[src/rtl/i2c_pkg.sv]
// Shared definitions for the I2C target controller: FSM state encoding and
// the width of the optional bus-stuck timeout counter.
package i2c_pkg;

    localparam int TIMEOUT_W = 16;

    typedef enum logic [3:0] {
        IDLE      = 4'd0,
        ADDR      = 4'd1,
        ADDR_ACK  = 4'd2,
        PTR       = 4'd3,
        PTR_ACK   = 4'd4,
        WDATA     = 4'd5,
        WDATA_ACK = 4'd6,
        RDATA     = 4'd7,
        RDATA_ACK = 4'd8,
        WAIT_STOP = 4'd9
    } ctrl_state_t;

endpackage

[src/rtl/bus_timeout.sv]
// Bus-stuck watchdog: counts busy cycles since the last SCL edge and flags
// expiry on the TIMEOUT_CYCLES-th such cycle. Only built with BUS_TIMEOUT_EN.
module bus_timeout
    import i2c_pkg::*;
#(
    parameter int TIMEOUT_CYCLES = 65535
) (
    input  logic clock,
    input  logic reset,
    input  logic scl_edge,
    input  logic busy,
    output logic expired
);

    logic [TIMEOUT_W-1:0] cnt_q;

    // Restart on any SCL activity, when the bus is idle, or once it fires.
    always_ff @(posedge clock or posedge reset) begin
        if (reset)
            cnt_q <= '0;
        else if (scl_edge || !busy || expired)
            cnt_q <= '0;
        else
            cnt_q <= cnt_q + 1'b1;
    end

    assign expired = busy && (cnt_q == TIMEOUT_W'(TIMEOUT_CYCLES - 1));

endmodule

[src/rtl/i2c_target_ctrl.sv]
// I2C target control FSM: sequences address, pointer, write and read phases
// and drives the datapath strobes. Optional feature macro: BUS_TIMEOUT_EN
// (adds the bus_timeout watchdog and the sticky timeout output).
module i2c_target_ctrl
    import i2c_pkg::*;
#(
    parameter int TIMEOUT_CYCLES = 65535
) (
    input  logic       clock,
    input  logic       reset,
    input  logic       scl_posedge,
    input  logic       scl_negedge,
    input  logic       start,
    input  logic       stop,
    input  logic       bit_done,
    input  logic       addr_valid,
    input  logic       rw_bit,
    input  logic       master_ack,
    output logic       clear_start,
    output logic       clear_stop,
    output logic       cnt_clear,
    output logic       cnt_en,
    output logic       shift_en,
    output logic       sel_load,
    output logic       sel_inc,
    output logic       mem_we,
    output logic       send_ack,
    output logic       out_en,
    output logic       busy,
    output logic [3:0] state
`ifdef BUS_TIMEOUT_EN
    ,
    output logic       timeout
`endif
);

    ctrl_state_t state_q, state_d;
    logic        ack_q, ack_d;
    logic        timeout_hit;

    assign busy  = (state_q != IDLE);
    assign state = state_q;

`ifdef BUS_TIMEOUT_EN
    logic timeout_q;

    bus_timeout #(
        .TIMEOUT_CYCLES(TIMEOUT_CYCLES)
    ) u_bus_timeout (
        .clock   (clock),
        .reset   (reset),
        .scl_edge(scl_posedge | scl_negedge),
        .busy    (busy),
        .expired (timeout_hit)
    );

    // Sticky stuck-bus flag; a fresh START acknowledges it.
    always_ff @(posedge clock or posedge reset) begin
        if (reset)
            timeout_q <= 1'b0;
        else if (start)
            timeout_q <= 1'b0;
        else if (timeout_hit)
            timeout_q <= 1'b1;
    end

    assign timeout = timeout_q;
`else
    logic unused_timeout_cfg;
    assign unused_timeout_cfg = |TIMEOUT_W'(TIMEOUT_CYCLES);
    assign timeout_hit        = 1'b0;
`endif

    // State and latched master ACK; reset drops straight to IDLE.
    always_ff @(posedge clock or posedge reset) begin
        if (reset) begin
            state_q <= IDLE;
            ack_q   <= 1'b0;
        end else begin
            state_q <= state_d;
            ack_q   <= ack_d;
        end
    end

    // Next state plus strobes: levels decode from state, pulses from SCL events.
    always_comb begin
        state_d     = state_q;
        ack_d       = ack_q;
        clear_start = 1'b0;
        clear_stop  = 1'b0;
        cnt_clear   = 1'b0;
        cnt_en      = 1'b0;
        shift_en    = 1'b0;
        sel_load    = 1'b0;
        sel_inc     = 1'b0;
        mem_we      = 1'b0;
        send_ack    = 1'b0;
        out_en      = 1'b0;

        case (state_q)
            ADDR, PTR, WDATA: begin
                shift_en = 1'b1;
                cnt_en   = 1'b1;
            end
            ADDR_ACK: send_ack = 1'b1;
            PTR_ACK: begin
                send_ack = 1'b1;
                sel_load = 1'b1;
            end
            WDATA_ACK: begin
                send_ack = 1'b1;
                mem_we   = 1'b1;
                sel_inc  = 1'b1;
            end
            RDATA: begin
                cnt_en = 1'b1;
                // Release SDA as soon as the last bit's low phase begins.
                out_en = !(scl_negedge && bit_done);
            end
            default: ;
        endcase

        if (start) begin
            state_d     = ADDR;
            clear_start = 1'b1;
            clear_stop  = stop;
            cnt_clear   = 1'b1;
        end else if (timeout_hit) begin
            state_d     = IDLE;
            clear_start = 1'b1;
            clear_stop  = 1'b1;
            cnt_clear   = 1'b1;
        end else if (stop && state_q != IDLE) begin
            state_d    = IDLE;
            clear_stop = 1'b1;
            cnt_clear  = 1'b1;
        end else begin
            case (state_q)
                ADDR: if (scl_negedge && bit_done)
                    state_d = addr_valid ? ADDR_ACK : WAIT_STOP;
                ADDR_ACK: if (scl_negedge) begin
                    cnt_clear = 1'b1;
                    state_d   = rw_bit ? RDATA : PTR;
                end
                PTR: if (scl_negedge && bit_done)
                    state_d = PTR_ACK;
                PTR_ACK: if (scl_negedge) begin
                    cnt_clear = 1'b1;
                    state_d   = WDATA;
                end
                WDATA: if (scl_negedge && bit_done)
                    state_d = WDATA_ACK;
                WDATA_ACK: if (scl_negedge) begin
                    cnt_clear = 1'b1;
                    state_d   = WDATA;
                end
                RDATA: if (scl_negedge && bit_done)
                    state_d = RDATA_ACK;
                RDATA_ACK: begin
                    if (scl_posedge)
                        ack_d = master_ack;
                    if (scl_negedge) begin
                        sel_inc = 1'b1;
                        if (ack_q) begin
                            cnt_clear = 1'b1;
                            state_d   = RDATA;
                        end else begin
                            state_d = WAIT_STOP;
                        end
                    end
                end
                default: ;
            endcase
        end

        if (reset) begin
            clear_start = 1'b1;
            clear_stop  = 1'b1;
            cnt_clear   = 1'b1;
        end
    end

endmodule
[config.mk]
export PLATFORM = sky130hd
export DESIGN_NAME = i2c_target_ctrl
export DESIGN_NICKNAME = d
export VERILOG_FILES = /design/src/rtl/i2c_pkg.sv /design/src/rtl/bus_timeout.sv /design/src/rtl/i2c_target_ctrl.sv
export SDC_FILE = /design/constraint.sdc
export NUM_CORES = 1
export LEC_CHECK = 0
export BUFFER_PORTS_ARGS = -buffer_cell sky130_fd_sc_hd__buf_2
export CAP_MARGIN = 20
export CORE_MARGIN = 4
export CORE_UTILIZATION = 40
export DETAILED_ROUTE_END_ITERATION = 7
export GPL_TIMING_DRIVEN = 1
export PLACE_DENSITY = 0.83
export SETUP_SLACK_MARGIN = 0.05
export SLEW_MARGIN = 20
export SYNTH_ARGS = -nofsm -noshare
export SYNTH_HDL_FRONTEND = slang
export SYNTH_HIERARCHICAL = 1
export SYNTH_SLANG_ARGS = --single-unit
[constraint.sdc]
create_clock -name clock -period 1.6 [get_ports clock]
set_input_delay 0.4 -clock clock [delete_from_list [all_inputs] [get_ports clock]]
set_output_delay 0.4 -clock clock [all_outputs]
set_load 0.03 [all_outputs]
==> results of run 1 <==
Yosys cell counts:
master	instances	area, sq um
a211oi_1	1	7.51
a21oi_1	5	25.0
a21oi_4	1	16.3
a221o_1	1	10.0
a31o_2	1	8.76
a31oi_1	1	6.26
a41oi_1	1	8.76
and2_4	1	8.76
buf_2	2	10.0
buf_4	1	7.51
clkbuf_1	1	3.75
dfrtp_1	5	125
inv_1	5	18.8
mux2_2	1	11.3
mux2_4	1	15.0
nand2_1	6	22.5
nand2_2	1	6.26
nand2b_1	1	6.26
nand3_1	3	15.0
nand4b_1	1	8.76
nor2_1	7	26.3
nor2_4	1	11.3
nor2b_1	1	6.26
nor3_1	3	15.0
nor4b_1	1	8.76
nor4b_4	1	23.8
o211a_1	1	10.0
o211ai_1	1	7.51
o21ai_0	9	45.0
o21ba_2	1	10.0
o22ai_1	1	6.26
o311ai_0	1	8.76
or2_1	1	6.26
or2_2	2	12.5
repair_timing:
action	CTS
resized for setup	33
setup endpoints to repair	13
cloned	0
buffers inserted	21
pin swaps	10
logic make-up after synthesis:
group | Yosys count | synth area share (%)
AOI/OAI and AO/OA | 25 | 31.6
buffers and inverters | 9 | 7.42
DFF | 5 | 23.2
muxes | 2 | 4.87
and+or+nand+nor | 30 | 32.9
through the flow:
stage | worst slack, ps | utilization [%] | std cells
after floorplan | -152 | - | 71
after global placement | -43.0 | 71.4 | 120
after detailed placement | -113 | 71.4 | 120
after CTS | -332 | 91.5 | 138
==> out/metrics.cfg, run 1 <==
[placed_design]
place.gp.congestion = 0.889
dp_hpwl_mm = 1.45
numPortBuffers = 24
dpl_cell_area_sq_um = 847

[die]
io-pin-count = 25
die_h_microns = 44.7
rows = 12
initial_utilization_pct = 45.5
die_width_microns = 44.7

[synthesis]
avgSynthCellArea_sq_um = 7.60
syn_inst = 71
synth_cell_types = 34
synth_area_sq_um = 539
synth.net_count = 81
ys_ff_latch = 5
synth_seq_area_share_pct = 23.2
ys_warn_count = 6

[timing]
worst_endpoint_kind = top-level output
crit_endpoint = cnt_clear

[global_routing]
grt_max_degree = 11

[clock_tree]
clock_path_buffers = 2
htreeDepth = 1
hold_buffers = 0
numCtsBuffers = 3
clkSinkCount = 5
cts_root_buf = clkbuf_4

[status]
lastStage = global routing
first-error = [ERROR DPL-0038] Utilization greater than 100%, impossible to legalize
outcome = stopped before the end

==> inputs of run 2 (changes only) <==
- CORE_AREA: unset -> 4 4 65 67
- CORE_MARGIN: 4 -> unset
- CORE_UTILIZATION: 40 -> unset
- DIE_AREA: unset -> 0 0 69 71
- PLACE_DENSITY: 0.83 -> unset
- PLACE_DENSITY_LB_ADDON: unset -> 0.15
- SETUP_SLACK_MARGIN: 0.05 -> unset
- clock period: 1.6 -> 2.1 ns (I/O delays scaled with it)
==> out/metrics.cfg, run 2 <==
[setup_path]
crit_required_ps = 1570
crit_chain = buf_6 -> nor4b_4 -> nand2_1 -> o21ai_1 -> nand2_1 -> nand3_2 -> buf_6
crit_arrival_ps = 1510
critPathLaunchType = flip-flop
worstSetupPathType = reg -> out
crit_path_max_incr_delay_ps = 380
cpMaxStageDelayCell = dfrtp_1
crit_fanout = 3
cp-end-kind = output pin

[die]
initial_utilization_pct = 14.8  ; -31 points
core-area_sq_um = 3630
io-pin-count = 25  ; unchanged
die_h_microns = 71  ; +59%
die_area_sq_um = 4900
die_width_microns = 69  ; +54%
rows = 22  ; +10

[synthesis]
synth.net_count = 81  ; unchanged
synth_area_sq_um = 539  ; unchanged
ys_top_cells_by_count = 9 x o21ai_0, 7 x nor2_1, 6 x nand2_1
ys_warn_count = 6  ; unchanged
avgSynthCellArea_sq_um = 7.60  ; unchanged
synthArstFlopShare_pct = 100  ; unchanged
synth_top_flop_cell = dfrtp_1
yosys.area.top_type_share_pct = 23.2  ; unchanged
synth_seq_area_share_pct = 23.2  ; unchanged
syn_inst = 71  ; unchanged
synth_cell_types = 34  ; unchanged
synth-edff-count = 0  ; unchanged
synth.top_cells.by_area = dfrtp_1 23%, o21ai_0 8.4%, nor2_1 4.9%
yosysMostFrequentCell = o21ai_0
yosysTopAreaCell = dfrtp_1
ys_ff_latch = 5  ; unchanged

[route]
num_vias = 692
viasPerCell = 4.33
drc = 0
drt-initial-drc-count = 62
final_antenna_net_count = 0
drt_pre_antenna_iters = 4
drt_wl_total_mm = 2.10
wl_per_cell_microns = 13.1

[power_and_ir_drop]
ir_drop_v = 0.000300
power.total_mw = 0.647
p_int_mw = 0.378
p_leak_nw = 0.421
p_sw_mw = 0.269
p_comb_share_pct = 52.2
pwr-share-seq_pct = 21.0
swShare_pct = 41.5
power.density_nw_per_um2 = 714
pwr-share-clk_pct = 26.8

[global_routing]
overflow = 0
grt_pass1_vias = 671
grt_max_degree = 15
grt_pass1_wl_mm = 3.31
antenna_found_initial = 0
grtUsageTotal_pct = 8.54

[clock_tree]
clkSinkCount = 5  ; unchanged
cts_tree = yes
clkTransAtPathRegs_ps = 40
numCtsBuffers = 3  ; unchanged
clk_latency_ps = 220
clock_path_buffers = 2  ; unchanged
htreeDepth = 1  ; unchanged
cts_root_buf = clkbuf_8

[timing]
finalMaxSlewViolations = 0
hold_violations = 0
timing.final.crit_share_pct = 96.7
layout_min_cycle_time_ps = 2030
max_freq_mhz = 493
setup_violations = 0
fin_setup_tns_ps = 0
fin_skew_ps = 4.42
holdWs_ps = 369
rsz0062_at_grt = true
maxSlewHeadroom_pct = 70.7
tightest_slew_ps = 434

[placed_design]
numPortBuffers = 24  ; unchanged
dpl.cell_count = 149  ; +24%
place.gp.congestion = 0.844  ; -5.1%
dpl_cell_area_sq_um = 786  ; -7.2%
dp_hpwl_mm = 1.68  ; +15%

[final_layout]
regArea_sq_um = 129
fin_nets = 123
fin_area_sq_um = 907
final_cell_mix = 22 x buf_2, 16 x buf_4, 8 x o21ai_0
multiInputGateArea_sq_um = 394
largest_reg_flops = 4
area_growth_pct = 68.2
drive_gt1_share_pct = 56.3
instances_no_fill = 160
n_fill_cell = 416
final_common_cell = buf_2
n_antenna_cell = 0

[worst_hold_path]
hold_class = in -> async

[job]
maxCapViolCount = 0

[status]
outcome = finished, final reports clean

-- run 2: cell counts after synthesis --
No cell type changed its count.
-- run 2: metrics by stage --
stage / worst slack [ps] / util [%]
6_report: 70.0 / 25.0
5_1_grt: -37.9 / 25.0
4_1_cts: 16.1 / 23.2
3_5_place_dp: 145 / 21.6
3_3_place_gp: 140 / 21.6
2_1_floorplan: -64.0 / -
-- run 2: kinds of logic after synthesis --
| logic type | count (synthesis) | synth area share (%) |
|---|---|---|
| flops | 5 | 23.2 |
| compound gates | 25 | 31.6 |
| simple gates | 30 | 32.9 |
| buf+inv | 9 | 7.42 |
| mux | 2 | 4.87 |
-- run 2: power by group through the flow --
| stage | Sequential (mW) | Clock (mW) | Combinational (mW) |
|---|---|---|---|
| 6_report | 0.136 | 0.173 | 0.338 |
| 5_1_grt | 0.138 | 0.189 | 0.364 |
| 4_1_cts | 0.135 | 0.178 | 0.322 |
| 3_5_place_dp | 0.138 | 0 | 0.310 |
| 3_3_place_gp | 0.139 | 0 | 0.318 |
| 2_1_floorplan | 0.142 | 0 | 0.195 |
-- run 2: area by class of cell --
| cell class | count | area share [%] |
|---|---|---|
| Tap cell | 48 | 6.62 |
| Inverter | 5 | 2.07 |
| Multi-Input combinational cell | 57 | 43.4 |
| Sequential cell | 5 | 14.2 |
| Clock buffer | 4 | 4.97 |
| Timing Repair Buffer | 41 | 28.7 |
-- run 2: worst paths after layout --
| path | from | to | slack, ps | cells after the start |
|---|---|---|---|---|
| setup / recovery | state[2] | cnt_clear | 70 | 7 |
| hold / removal | reset | state[1] | 370 | 3 |
| setup reg to reg | state[2] | state[0] | 250 | 7 |
| hold reg to reg | ack_q | ack_q | 590 | 1 |
| max in group asynchronous | reset | state[3] | 1610 | 3 |
| min in group clock | master_ack | ack_q | 550 | 2 |
-- run 2: what timing repair did --
action	in CTS	in global routing
gates cloned	0	0
hold buffers	0	0
resized for setup	3	7
pin swaps	0	3
setup endpoints to repair	2	3
buffers inserted	1	6
-- run 2: worst max-delay path, delay by kind of cell, from the launching register on --
kind	cells	cell delay (ps)
simple gates	4	550
compound gates	1	100
flops	1	380
buf+inv	2	260
-- run 2: layer usage --
layer | track usage, % | part of all wire (%)
met5 | 0 | 0
met4 | 2.82 | 0
met2 | 11.4 | 40
met1 | 12.0 | 50
met3 | 3.69 | 11
No activity file was read; power rests on OpenSTA's default activity.
